==> src/rtl/gray_pkg.sv <==
// Shared constants for the Gray-code link receiver: FSM state encoding,
// default count width and error-counter width.
package gray_pkg;

  localparam int GRAY_WIDTH_DEF = 3;
  localparam int ERRCNT_W       = 8;

  localparam logic [1:0] UNLOCKED = 2'd0;
  localparam logic [1:0] TRACK    = 2'd1;
  localparam logic [1:0] FAULT    = 2'd2;

endpackage

==> src/rtl/gray_to_bin.sv <==
// Combinational Gray-to-binary decoder. Each binary bit is the XOR of all
// Gray bits at or above its position.
module gray_to_bin #(
  parameter int WIDTH = gray_pkg::GRAY_WIDTH_DEF
) (
  input  logic [WIDTH-1:0] gray,
  output logic [WIDTH-1:0] bin
);

  // Running XOR from the MSB down; a local accumulator avoids a
  // combinational self-read of the output vector.
  always_comb begin
    logic acc;
    acc = 1'b0;
    bin = '0;
    for (int i = WIDTH - 1; i >= 0; i--) begin
      acc    = acc ^ gray[i];
      bin[i] = acc;
    end
  end

endmodule

==> src/rtl/gray_rx.sv <==
// Receiver for the Gray-code counter link. Decodes qualified Gray samples,
// checks that each accepted value is the +1 successor of the last one and
// reports step, wrap and sticky protocol errors.
// Optional feature: define GRAY_RX_ERRCNT_EN to add the saturating 8-bit
// ErrCount output, which counts TRACK->FAULT transitions and is cleared
// only by Reset_n.
//
// state    | meaning
// ---------+---------------------------------------------------------
// UNLOCKED | no reference yet; next Valid sample is captured as-is
// TRACK    | reference held; each sample must repeat or advance by 1
// FAULT    | illegal transition seen; samples ignored until Clear
module gray_rx
  import gray_pkg::*;
#(
  parameter int WIDTH = GRAY_WIDTH_DEF
) (
  input  logic             Clk,
  input  logic             Reset_n,
  input  logic             Valid,
  input  logic [WIDTH-1:0] Gray,
  input  logic             Clear,
  output logic [WIDTH-1:0] Binary,
  output logic             Locked,
  output logic             Step,
  output logic             Wrap,
`ifdef GRAY_RX_ERRCNT_EN
  output logic             Error,
  output logic [ERRCNT_W-1:0] ErrCount
`else
  output logic             Error
`endif
);

  localparam logic [WIDTH-1:0] ONE = {{(WIDTH-1){1'b0}}, 1'b1};

  logic [WIDTH-1:0] in_bin;
  logic [WIDTH-1:0] delta;

  logic [1:0]       state_q,  state_d;
  logic [WIDTH-1:0] bin_q,    bin_d;
  logic             locked_q, locked_d;
  logic             step_q,   step_d;
  logic             wrap_q,   wrap_d;
  logic             err_q,    err_d;
  logic             to_fault;

  gray_to_bin #(.WIDTH(WIDTH)) u_dec (
    .gray (Gray),
    .bin  (in_bin)
  );

  // Modular distance from the last accepted count; natural WIDTH-bit wrap.
  assign delta = in_bin - bin_q;

  // Next-state and output-register logic; Clear overrides any sample.
  always_comb begin
    state_d  = state_q;
    bin_d    = bin_q;
    locked_d = locked_q;
    err_d    = err_q;
    step_d   = 1'b0;
    wrap_d   = 1'b0;
    to_fault = 1'b0;
    if (Clear) begin
      state_d  = UNLOCKED;
      bin_d    = '0;
      locked_d = 1'b0;
      err_d    = 1'b0;
    end else if (Valid) begin
      case (state_q)
        UNLOCKED: begin
          bin_d    = in_bin;
          locked_d = 1'b1;
          state_d  = TRACK;
        end
        TRACK: begin
          if (delta == ONE) begin
            bin_d  = in_bin;
            step_d = 1'b1;
            wrap_d = &bin_q;
          end else if (delta != '0) begin
            state_d  = FAULT;
            err_d    = 1'b1;
            to_fault = 1'b1;
          end
        end
        FAULT: ;
        default: state_d = UNLOCKED;
      endcase
    end
  end

  // State and output registers.
  always_ff @(posedge Clk or negedge Reset_n) begin
    if (!Reset_n) begin
      state_q  <= UNLOCKED;
      bin_q    <= '0;
      locked_q <= 1'b0;
      step_q   <= 1'b0;
      wrap_q   <= 1'b0;
      err_q    <= 1'b0;
    end else begin
      state_q  <= state_d;
      bin_q    <= bin_d;
      locked_q <= locked_d;
      step_q   <= step_d;
      wrap_q   <= wrap_d;
      err_q    <= err_d;
    end
  end

  assign Binary = bin_q;
  assign Locked = locked_q;
  assign Step   = step_q;
  assign Wrap   = wrap_q;
  assign Error  = err_q;

`ifdef GRAY_RX_ERRCNT_EN
  logic [ERRCNT_W-1:0] errcnt_q, errcnt_d;

  // Saturating count of TRACK->FAULT transitions; Clear does not touch it.
  always_comb begin
    errcnt_d = errcnt_q;
    if (to_fault && (errcnt_q != {ERRCNT_W{1'b1}}))
      errcnt_d = errcnt_q + 1'b1;
  end

  // Error counter register.
  always_ff @(posedge Clk or negedge Reset_n) begin
    if (!Reset_n) errcnt_q <= '0;
    else          errcnt_q <= errcnt_d;
  end

  assign ErrCount = errcnt_q;
`else
  logic unused_to_fault;
  assign unused_to_fault = to_fault;
`endif

endmodule

==> config.mk <==
export PLATFORM = sky130hd
export DESIGN_NAME = gray_rx
export DESIGN_NICKNAME = d
export VERILOG_FILES = /design/src/rtl/gray_pkg.sv /design/src/rtl/gray_to_bin.sv /design/src/rtl/gray_rx.sv
export SDC_FILE = /design/constraint.sdc
export NUM_CORES = 1
export LEC_CHECK = 0
export BUFFER_PORTS_ARGS = -buffer_cell sky130_fd_sc_hd__buf_4
export CAP_MARGIN = 20
export CELL_PAD_IN_SITES_DETAIL_PLACEMENT = 0
export CELL_PAD_IN_SITES_GLOBAL_PLACEMENT = 1
export CORE_ASPECT_RATIO = 0.9
export CORE_MARGIN = 2
export CORE_UTILIZATION = 37
export DETAILED_ROUTE_END_ITERATION = 10
export PLACE_DENSITY = 0.71
export SKIP_CTS_REPAIR_TIMING = 1
export SKIP_LAST_GASP = 1
export SLEW_MARGIN = 5
export SYNTH_ARGS = -nofsm -noshare
export SYNTH_HDL_FRONTEND = slang
export SYNTH_SLANG_ARGS = --single-unit
==> constraint.sdc <==
create_clock -name Clk -period 2.8 [get_ports Clk]
set_input_delay 0.14 -clock Clk [delete_from_list [all_inputs] [get_ports Clk]]
set_output_delay 0.14 -clock Clk [all_outputs]
set_load 0.02 [all_outputs]
==> results of run 1 <==
[synth_stat cells, types with 2 or more instances]
| master | n |
|---|---|
| sky130_fd_sc_hd__nor2_1 | 5 |
| sky130_fd_sc_hd__nand2_1 | 2 |
| sky130_fd_sc_hd__nand2b_1 | 3 |
| sky130_fd_sc_hd__mux2i_1 | 2 |
| sky130_fd_sc_hd__inv_1 | 4 |
| sky130_fd_sc_hd__a21oi_1 | 2 |
| sky130_fd_sc_hd__or2b_1 | 2 |
| sky130_fd_sc_hd__dfrtp_1 | 9 |
[through the flow]
step	instance area (sq um)	total power [uW]	worst slack [ns]	utilization
floorplan	533	241	0.475	-
global placement	644	279	0.243	0.499
detailed placement	644	280	0.243	0.499
CTS	671	388	0.481	0.519
global route	681	409	0.407	0.527
finish	681	381	0.479	0.527
[layer usage]
layer	global-route usage	wire [microns]	vias to the layer above
met3	0.0676	61	5
li1	-	-	195
met4	0.0909	25	0
met1	0.191	484	190
met2	0.202	439	11
met5	0	0	-
[worst max-delay path, cell delays in order, from the launching register on]
cell                      delay (ns)
sky130_fd_sc_hd__dfrtp_1        0.41
sky130_fd_sc_hd__ha_1           0.21
sky130_fd_sc_hd__inv_1          0.06
sky130_fd_sc_hd__fa_1           0.46
sky130_fd_sc_hd__or4b_4         0.55
sky130_fd_sc_hd__o22ai_4        0.19
sky130_fd_sc_hd__mux2_4         0.33
[state kept, by name, indices dropped and copies added (netlist names)]
| signal | count |
|---|---|
| Locked | 1 |
| Wrap | 1 |
| Error | 1 |
| Binary | 3 |
| state_q | 2 |
| Step | 1 |
[path summary, 6_finish.rpt]
path	end	slack, ns	cells after the start
setup / recovery	Binary[0]	0.48	6
hold reg to reg	Error	0.53	2
hold / removal	Locked	0.11	2
min in group asynchronous	Binary[1]	0.24	2
setup reg to reg	Binary[0]	0.48	6
max in group asynchronous	state_q[1]	2.42	2
[power groups by stage]
stage / registers [uW] / clock network (uW) / logic (uW)
after floorplan: 166 / 0 / 75.3
after global placement: 157 / 0 / 122
after global routing: 157 / 117 / 135
after CTS: 155 / 110 / 123
after detailed placement: 157 / 0 / 123
final: 155 / 103 / 123
[logic make-up after synthesis]
logic type	after synthesis	synth area share
muxes	3	0.0657
DFF	9	0.423
adders and majority gates	2	0.0610
xor gates and xnor gates	3	0.103
buffers and inverters	5	0.0352
AOI/OAI and AO/OA	7	0.117
and+or+nand+nor	18	0.195
[area by class of cell]
class | count | area [sq um]
tap | 14 | 17.5
clock buffer | 4 | 26.3
fill | 132 | 611
multi-input combinational | 33 | 289
timing repair buffer | 14 | 108
sequential | 9 | 225
inverter | 4 | 15.0
==> flow_metrics.env, run 1 <==
export IMPL_outcome="finished, final reports clean"
export IMPL_die_height_microns=40.0
export IMPL_worst_r2r_startpoint="Binary[0]"
export IMPL_clkTransAtPathRegs_ns=0.07
export IMPL_comb_power_share=0.323
export IMPL_wire_per_inst_microns=13.0
export IMPL_grt_ovfl_total=0
export IMPL_ctsLongestPathBuffers=2
export IMPL_cap_viol_max_count=0
export IMPL_synth_area_top_cells="sky130_fd_sc_hd__dfrtp_1 (42%), sky130_fd_sc_hd__xnor3_2 (4.5%), sky130_fd_sc_hd__xnor3_1 (4.2%), sky130_fd_sc_hd__fa_1 (3.8%), sky130_fd_sc_hd__mux2i_1 (3.8%)"
export IMPL_period_minus_slack_ns=2.32
export IMPL_placement_rows=12
export IMPL_worst_skew_pair_late_latency_ns=0.27
export IMPL_final_max_slew_viol_count=0
export IMPL_yosys_cell_types_count=26
export IMPL_fmax_mhz=431
export IMPL_slew_limit_headroom=0.833
export IMPL_first_pass_iters=4
export IMPL_yosysTopAreaCell="sky130_fd_sc_hd__dfrtp_1"
export IMPL_fin_setup_tns_ns=0
export IMPL_worstPathArrival_ns=2.47
export IMPL_globalRouteTotalUtil=0.148
export IMPL_hold_ws_ns=0.106
export IMPL_p_sw_uw=121
export IMPL_rsz_0062_raised_after_global_routing="no"
export IMPL_cts_h_tree_lvls=1
export IMPL_numCtsBuffers=3
export IMPL_layout_commonest_cell="sky130_fd_sc_hd__buf_4"
export IMPL_finalHoldViolations=0
export IMPL_via_count=401
export IMPL_top_library_cells_by_usage_in_the_layout_fill_and_taps_aside="sky130_fd_sc_hd__buf_4 (13), sky130_fd_sc_hd__dfrtp_1 (9), sky130_fd_sc_hd__nor2_1 (5)"
export IMPL_power_density_nw_per_um2=560
export IMPL_dp_cells=73
export IMPL_grt_start_max_net_pins=12
export IMPL_floorplan_die_width_microns=44.0
export IMPL_detailedRoute_firstIterationViolations=5
export IMPL_p_sw_frac=0.318
export IMPL_nNetsFinal=74
export IMPL_synthesis_yosys_warnings=0
export IMPL_ant_nets=0
export IMPL_power_sequential_fraction=0.406
export IMPL_clkSinkCount=9
export IMPL_grt_first_pass_wirelength_mm=1.70
export IMPL_start_util=0.413
export IMPL_layout_worst_path_cycle_share=0.829
export IMPL_stdcell_count=78
export IMPL_placement_io_buffers=13
export IMPL_hold_path_startpoint="Clear"
export IMPL_power_report_internal_total_uw=260
export IMPL_number_of_synthesized_flops_with_an_enable_pin=0
export IMPL_clock_tree_root_cell="sky130_fd_sc_hd__clkbuf_4"
export IMPL_worst_pin_slew_ns=0.250
export IMPL_clock_skew_ns=0.00570
export IMPL_tritoncts="yes"
export IMPL_netlist_area_sq_um=533
export IMPL_drcViolationCount=0
export IMPL_synth_sequential_area_ratio=0.423
export IMPL_setup_violations=0
export IMPL_floorplan_io_pins=14
export IMPL_cp_data_required_time_ns=2.95
export IMPL_final_layout_size_suffix_gt1_frac=0.328
export IMPL_synth_cells=47
export IMPL_grt_pass1_vias=348
export IMPL_area_delta_synth_final_pct=27.7
export IMPL_core_area_sq_um=1290
export IMPL_min_path_type="primary input to register"
export IMPL_antenna_cells=0
export IMPL_endpoint_kind="register"
export IMPL_yosysTopAreaCellShare=0.423
export IMPL_async_reset_ff_frac=1.00
export IMPL_vdd_drop_max_mv=0.321
export IMPL_synthesis_nets=56
export IMPL_hpwlAfterDp_microns=732
export IMPL_vias_per_cell=5.14
export IMPL_finalWeightedCongestion=0.773
export IMPL_grt_antenna_before_repair=0
export IMPL_critical_path_startpoint_type="register"
export IMPL_cp_max_fo=4
export IMPL_worstSetupPathType="register to register"
export IMPL_leakage_power_uw=0.000326
export IMPL_route_final_wire_length_mm=1.01
export IMPL_design_die_area_sq_um=1760
export IMPL_setup_worst_path_start="Binary[0]"
export IMPL_syn_area_per_cell_sq_um=11.3
export IMPL_power_share_clock=0.271
export IMPL_ys_ff_latch=9
export IMPL_postSynth_topFlopCell="sky130_fd_sc_hd__dfrtp_1"
Power figures use the tool's default switching activity.
==> run 2, diff against run 1 <==
--- a/config.mk
+++ b/config.mk
@@ -11,9 +11,9 @@
 export CELL_PAD_IN_SITES_GLOBAL_PLACEMENT = 1
 export CORE_ASPECT_RATIO = 0.9
 export CORE_MARGIN = 2
-export CORE_UTILIZATION = 37
+export CORE_UTILIZATION = 34
 export DETAILED_ROUTE_END_ITERATION = 10
-export PLACE_DENSITY = 0.71
+export PLACE_DENSITY = 0.69
 export SKIP_CTS_REPAIR_TIMING = 1
 export SKIP_LAST_GASP = 1
 export SLEW_MARGIN = 5
==> constraint.sdc (replaced) <==
create_clock -name Clk -period 2 [get_ports Clk]
set_input_delay 0.1 -clock Clk [delete_from_list [all_inputs] [get_ports Clk]]
set_output_delay 0.1 -clock Clk [all_outputs]
set_load 0.02 [all_outputs]
==> flow_metrics.env, run 2 (synthesized netlist as in run 1, its figures left out) <==
export IMPL_finalWeightedCongestion=0.711
export IMPL_tritoncts="yes"
export IMPL_power_density_nw_per_um2=757
export IMPL_rsz_0062_raised_after_global_routing="yes"
export IMPL_placement_rows=13
export IMPL_core_area_sq_um=1460
export IMPL_finalInstanceArea_sq_um=767
export IMPL_vdd_drop_max_mv=0.426
export IMPL_outcome="finished with violations"
export IMPL_route_final_wire_length_mm=1.03
export IMPL_worst_pin_slew_ns=0.293
export IMPL_placement_io_buffers=13
export IMPL_area_delta_synth_final_pct=43.9
export IMPL_hold_ws_ns=0.0852
export IMPL_hpwlAfterDp_microns=756
export IMPL_antenna_cells=0
export IMPL_globalRouteTotalUtil=0.131
export IMPL_drcViolationCount=0
export IMPL_floorplan_io_pins=14
export IMPL_dp_cells=83
export IMPL_grt_antenna_before_repair=0
export IMPL_layout_commonest_cell="sky130_fd_sc_hd__buf_4"
export IMPL_worstSetupPathType="register to register"
export IMPL_worstPathArrival_ns=2.32
export IMPL_clock_skew_ns=0.00680
export IMPL_ctsLongestPathBuffers=2
export IMPL_design_die_area_sq_um=1900
export IMPL_final_layout_size_suffix_gt1_frac=0.473
export IMPL_critical_path_startpoint_type="register"
export IMPL_violations_in_the_final_reports="negative setup slack"
export IMPL_detailedRoute_firstIterationViolations=2
export IMPL_stdcell_count=89
export IMPL_die_height_microns=41.6
export IMPL_worst_skew_pair_late_latency_ns=0.26
export IMPL_start_util=0.364
export IMPL_wire_per_inst_microns=11.6
export IMPL_grt_first_pass_wirelength_mm=1.76
export IMPL_clock_tree_root_cell="sky130_fd_sc_hd__clkbuf_4"
export IMPL_layout_worst_path_cycle_share=1.09
export IMPL_finalHoldViolations=0
export IMPL_layout_setup_ws_ns=-0.182
export IMPL_ant_nets=0
export IMPL_cts_h_tree_lvls=1
export IMPL_top_library_cells_by_usage_in_the_layout_fill_and_taps_aside="sky130_fd_sc_hd__buf_4 (22), sky130_fd_sc_hd__dfrtp_1 (8), sky130_fd_sc_hd__nor2_1 (5)"
export IMPL_grt_start_max_net_pins=12
export IMPL_vias_per_cell=4.60
export IMPL_final_standard_cell_utilization_of_the_core=0.524
export IMPL_clkTransAtPathRegs_ns=0.05
export IMPL_slew_limit_headroom=0.804
export IMPL_via_count=409
export IMPL_leakage_power_uw=0.000373
export IMPL_period_minus_slack_ns=2.18
export IMPL_min_path_type="primary input to register"
export IMPL_fmax_mhz=458
export IMPL_placement_cell_area_sq_um=714
export IMPL_floorplan_die_width_microns=45.7
export IMPL_clkSinkCount=9
export IMPL_cap_viol_max_count=0
export IMPL_number_of_flip_flops_under_the_largest_register_name=3
export IMPL_final_max_slew_viol_count=0
export IMPL_cp_data_required_time_ns=2.14
export IMPL_endpoint_kind="register"
export IMPL_first_pass_iters=2
export IMPL_setup_violations=3
export IMPL_numCtsBuffers=3
export IMPL_nNetsFinal=84
export IMPL_cp_max_fo=3
export IMPL_grt_ovfl_total=0
export IMPL_grt_pass1_vias=413
==> run 2: cell types whose count changed in the layout (fill, tap and decap cells not counted), sizes merged <==
cell  change
buf      +10
==> run 2: per-layer routing <==
metal,vias up,share of wire,GRT usage
met5,-,0,0
met1,182,0.47,0.165
met2,9,0.45,0.189
met4,0,0.015,0.0171
li1,216,-,-
met3,2,0.065,0.0913
==> run 2: layout make-up <==
cell class	instances	area, sq um
flip-flops and latches	9	226
well taps	15	18.8
inverters	4	15.0
multi-input cells	33	294
clock buffers	4	26.3
fillers	143	697
repair buffers	24	186
==> run 2: report_power, final <==
part	total (uW)	internal (uW)	switching, uW
logic	229	133	96.2
clock network	136	76.6	59.8
registers	214	199	15.2
total	580	409	171
==> run 2: metrics by stage <==
stage	setup WS, ns	TNS (ns)	total power [uW]
3_3_place_gp	-0.431	-1.29	433
2_1_floorplan	-0.283	-0.511	338
5_1_grt	-0.241	-0.687	625
3_5_place_dp	-0.459	-1.37	432
4_1_cts	-0.222	-0.620	571
6_report	-0.182	-0.451	580
==> run 2: critical path, stage by stage (launching register included) <==
cell                      delay (ns)
sky130_fd_sc_hd__dfrtp_2        0.40
sky130_fd_sc_hd__ha_2           0.18
sky130_fd_sc_hd__inv_2          0.05
sky130_fd_sc_hd__fa_2           0.44
sky130_fd_sc_hd__or4b_4         0.54
sky130_fd_sc_hd__o22ai_4        0.15
sky130_fd_sc_hd__mux2_4         0.31
==> run 2: worst paths after layout <==
path	end	slack [ns]	from	cells past startpoint
max in group asynchronous	Binary[0]	1.65	Reset_n	2
worst min-delay path	Error	0.09	Clear	2
worst max register to register	Binary[0]	-0.18	Binary[0]	6
worst min register to register	Error	0.52	Error	2
min in group asynchronous	state_q[0]	0.20	Reset_n	2
worst max-delay path	Binary[0]	-0.18	Binary[0]	6
==> run 3, diff against run 2 <==
--- a/config.mk
+++ b/config.mk
@@ -9,7 +9,6 @@
 export CAP_MARGIN = 20
 export CELL_PAD_IN_SITES_DETAIL_PLACEMENT = 0
 export CELL_PAD_IN_SITES_GLOBAL_PLACEMENT = 1
-export CORE_ASPECT_RATIO = 0.9
 export CORE_MARGIN = 2
 export CORE_UTILIZATION = 34
 export DETAILED_ROUTE_END_ITERATION = 10
==> flow_metrics.env, run 3 (synthesized netlist as in run 1, its figures left out) <==
export IMPL_tritoncts="yes"
export IMPL_antenna_cells=0
export IMPL_fmax_mhz=462
export IMPL_final_standard_cell_utilization_of_the_core=0.516
export IMPL_finalHoldViolations=0
export IMPL_globalRouteTotalUtil=0.127
export IMPL_fillCellCount=141
export IMPL_numCtsBuffers=3
export IMPL_violations_in_the_final_reports="negative setup slack"
export IMPL_core_area_sq_um=1490
export IMPL_top_library_cells_by_usage_in_the_layout_fill_and_taps_aside="sky130_fd_sc_hd__buf_4 (21), sky130_fd_sc_hd__dfrtp_1 (8), sky130_fd_sc_hd__nor2_1 (5)"
export IMPL_design_die_area_sq_um=1900
export IMPL_grt_antenna_before_repair=0
export IMPL_min_path_type="primary input to register"
export IMPL_placement_io_buffers=13
export IMPL_finalWeightedCongestion=0.791
export IMPL_multiInputGateArea_sq_um=302
export IMPL_worstSetupPathType="register to register"
export IMPL_cpLargestDelayFamily="adder cells"
export IMPL_critical_path_startpoint_type="register"
export IMPL_wire_per_inst_microns=11.6
export IMPL_outcome="finished with violations"
export IMPL_floorplan_io_pins=14
export IMPL_global_route_usage_met3=0.0750
export IMPL_clkSinkCount=9
export IMPL_regArea_sq_um=226
export IMPL_power_uw=582
export IMPL_ant_nets=0
export IMPL_final_layout_size_suffix_gt1_frac=0.452
export IMPL_slew_limit_headroom=0.830
export IMPL_slowest_delay_ns=0.54
export IMPL_route_final_wire_length_mm=1.03
export IMPL_start_util=0.358
export IMPL_critical_path_cell_chain="ha_4 > inv_2 > fa_1 > or4b_4 > o22ai_4 > mux2_4"
export IMPL_detailedRoute_firstIterationViolations=3
export IMPL_clkTransAtPathRegs_ns=0.06
export IMPL_cp_max_fo=2
export IMPL_setup_violations=3
export IMPL_rsz_0062_raised_after_global_routing="yes"
export IMPL_critPathSlowestCell="sky130_fd_sc_hd__or4b_4"
export IMPL_floorplan_die_width_microns=43.6
export IMPL_cp_num_buf_inv=1
export IMPL_layout_commonest_cell="sky130_fd_sc_hd__buf_4"
export IMPL_first_pass_iters=2
export IMPL_number_of_flip_flops_under_the_largest_register_name=3
export IMPL_drcViolationCount=0
export IMPL_grt_util_met2=0.197
export IMPL_hold_ws_ns=0.0891
export IMPL_worst_skew_pair_late_latency_ns=0.26
export IMPL_worst_r2r_path_depth=6
export IMPL_via_count=422
export IMPL_dp_cells=84
export IMPL_cp_data_required_time_ns=2.14
export IMPL_stdcell_count=89
export IMPL_finalInstanceArea_sq_um=768
export IMPL_worst_r2r_startpoint="Binary[0]"
export IMPL_worstPathArrival_ns=2.30
export IMPL_hold_path_startpoint="Clear"
export IMPL_vdd_drop_max_mv=0.451
export IMPL_clock_tree_root_cell="sky130_fd_sc_hd__clkbuf_4"
export IMPL_ctsLongestPathBuffers=2
export IMPL_cts_h_tree_lvls=1
export IMPL_cap_viol_max_count=0
export IMPL_grt_start_max_net_pins=12
export IMPL_final_max_slew_viol_count=0
export IMPL_vias_per_cell=4.74
export IMPL_min_path_cells=2
export IMPL_layout_setup_ws_ns=-0.166
export IMPL_reg2reg_slack_ns=-0.17
export IMPL_grt_pass1_vias=400
export IMPL_top_usage_layer="met2"
export IMPL_hpwlAfterDp_microns=802
export IMPL_holdPathEnd="Error"
export IMPL_worst_pin_slew_ns=0.255
export IMPL_period_minus_slack_ns=2.17
export IMPL_clock_skew_ns=0.00276
export IMPL_nNetsFinal=83
export IMPL_grt_ovfl_total=0
export IMPL_area_delta_synth_final_pct=44.1
export IMPL_leakage_power_uw=0.000369
export IMPL_die_height_microns=43.6
export IMPL_worstReg2RegEnd="Binary[0]"
export IMPL_power_density_nw_per_um2=758
export IMPL_endpoint_kind="register"
export IMPL_groute_layer_met1_usage=0.164
export IMPL_placement_rows=14
export IMPL_layout_worst_path_cycle_share=1.08
export IMPL_grt_first_pass_wirelength_mm=1.73
export IMPL_placement_cell_area_sq_um=716
## run 3: cell types whose count changed in the layout (fill, tap and decap cells not counted), sizes merged
cell and delta:
buf -1
## run 3: per-stage QoR
stage | TNS [ns] | setup slack, ns
floorplan | -0.511 | -0.283
global placement | -1.05 | -0.366
detailed placement | -1.25 | -0.416
CTS | -0.553 | -0.191
global route | -0.633 | -0.212
finish | -0.413 | -0.166
## run 3: worst register-to-register path: stages, from the launching register on
cell and delay (ns):
sky130_fd_sc_hd__dfrtp_2 0.43, sky130_fd_sc_hd__ha_4 0.16, sky130_fd_sc_hd__inv_2 0.04, sky130_fd_sc_hd__fa_1 0.42, sky130_fd_sc_hd__or4b_4 0.54, sky130_fd_sc_hd__o22ai_4 0.14, sky130_fd_sc_hd__mux2_4 0.31
## run 3: per-layer routing
metal | up-vias | share of wire
met5 | - | 0
met4 | 0 | 0
met3 | 0 | 0.065
met2 | 11 | 0.47
met1 | 194 | 0.46
li1 | 217 | -
## run 3: how the worst max path moves through the flow
stage / start / end / cells past startpoint
2_1_floorplan: Gray[2] / Binary[0] / 7
3_3_place_gp: Gray[2] / Binary[0] / 8
3_5_place_dp: Gray[2] / Binary[1] / 9
4_1_cts: Binary[0] / Binary[1] / 7
5_1_grt: Binary[0] / Binary[1] / 7
6_report: Binary[0] / Binary[0] / 6
## run 3: final cells by class
class                           instances  area share
Clock buffer                            4      0.0342
Timing Repair Buffer                   23       0.233
Inverter                                4      0.0195
Multi-Input combinational cell         33       0.393
Tap cell                               16      0.0261
Sequential cell                         9       0.295
## run 3: power by group
| group | internal (uW) | switching, uW | total (uW) |
|---|---|---|---|
| clock | 76.7 | 60.6 | 137 |
| combinational | 132 | 96.3 | 228 |
| sequential | 199 | 17.7 | 217 |
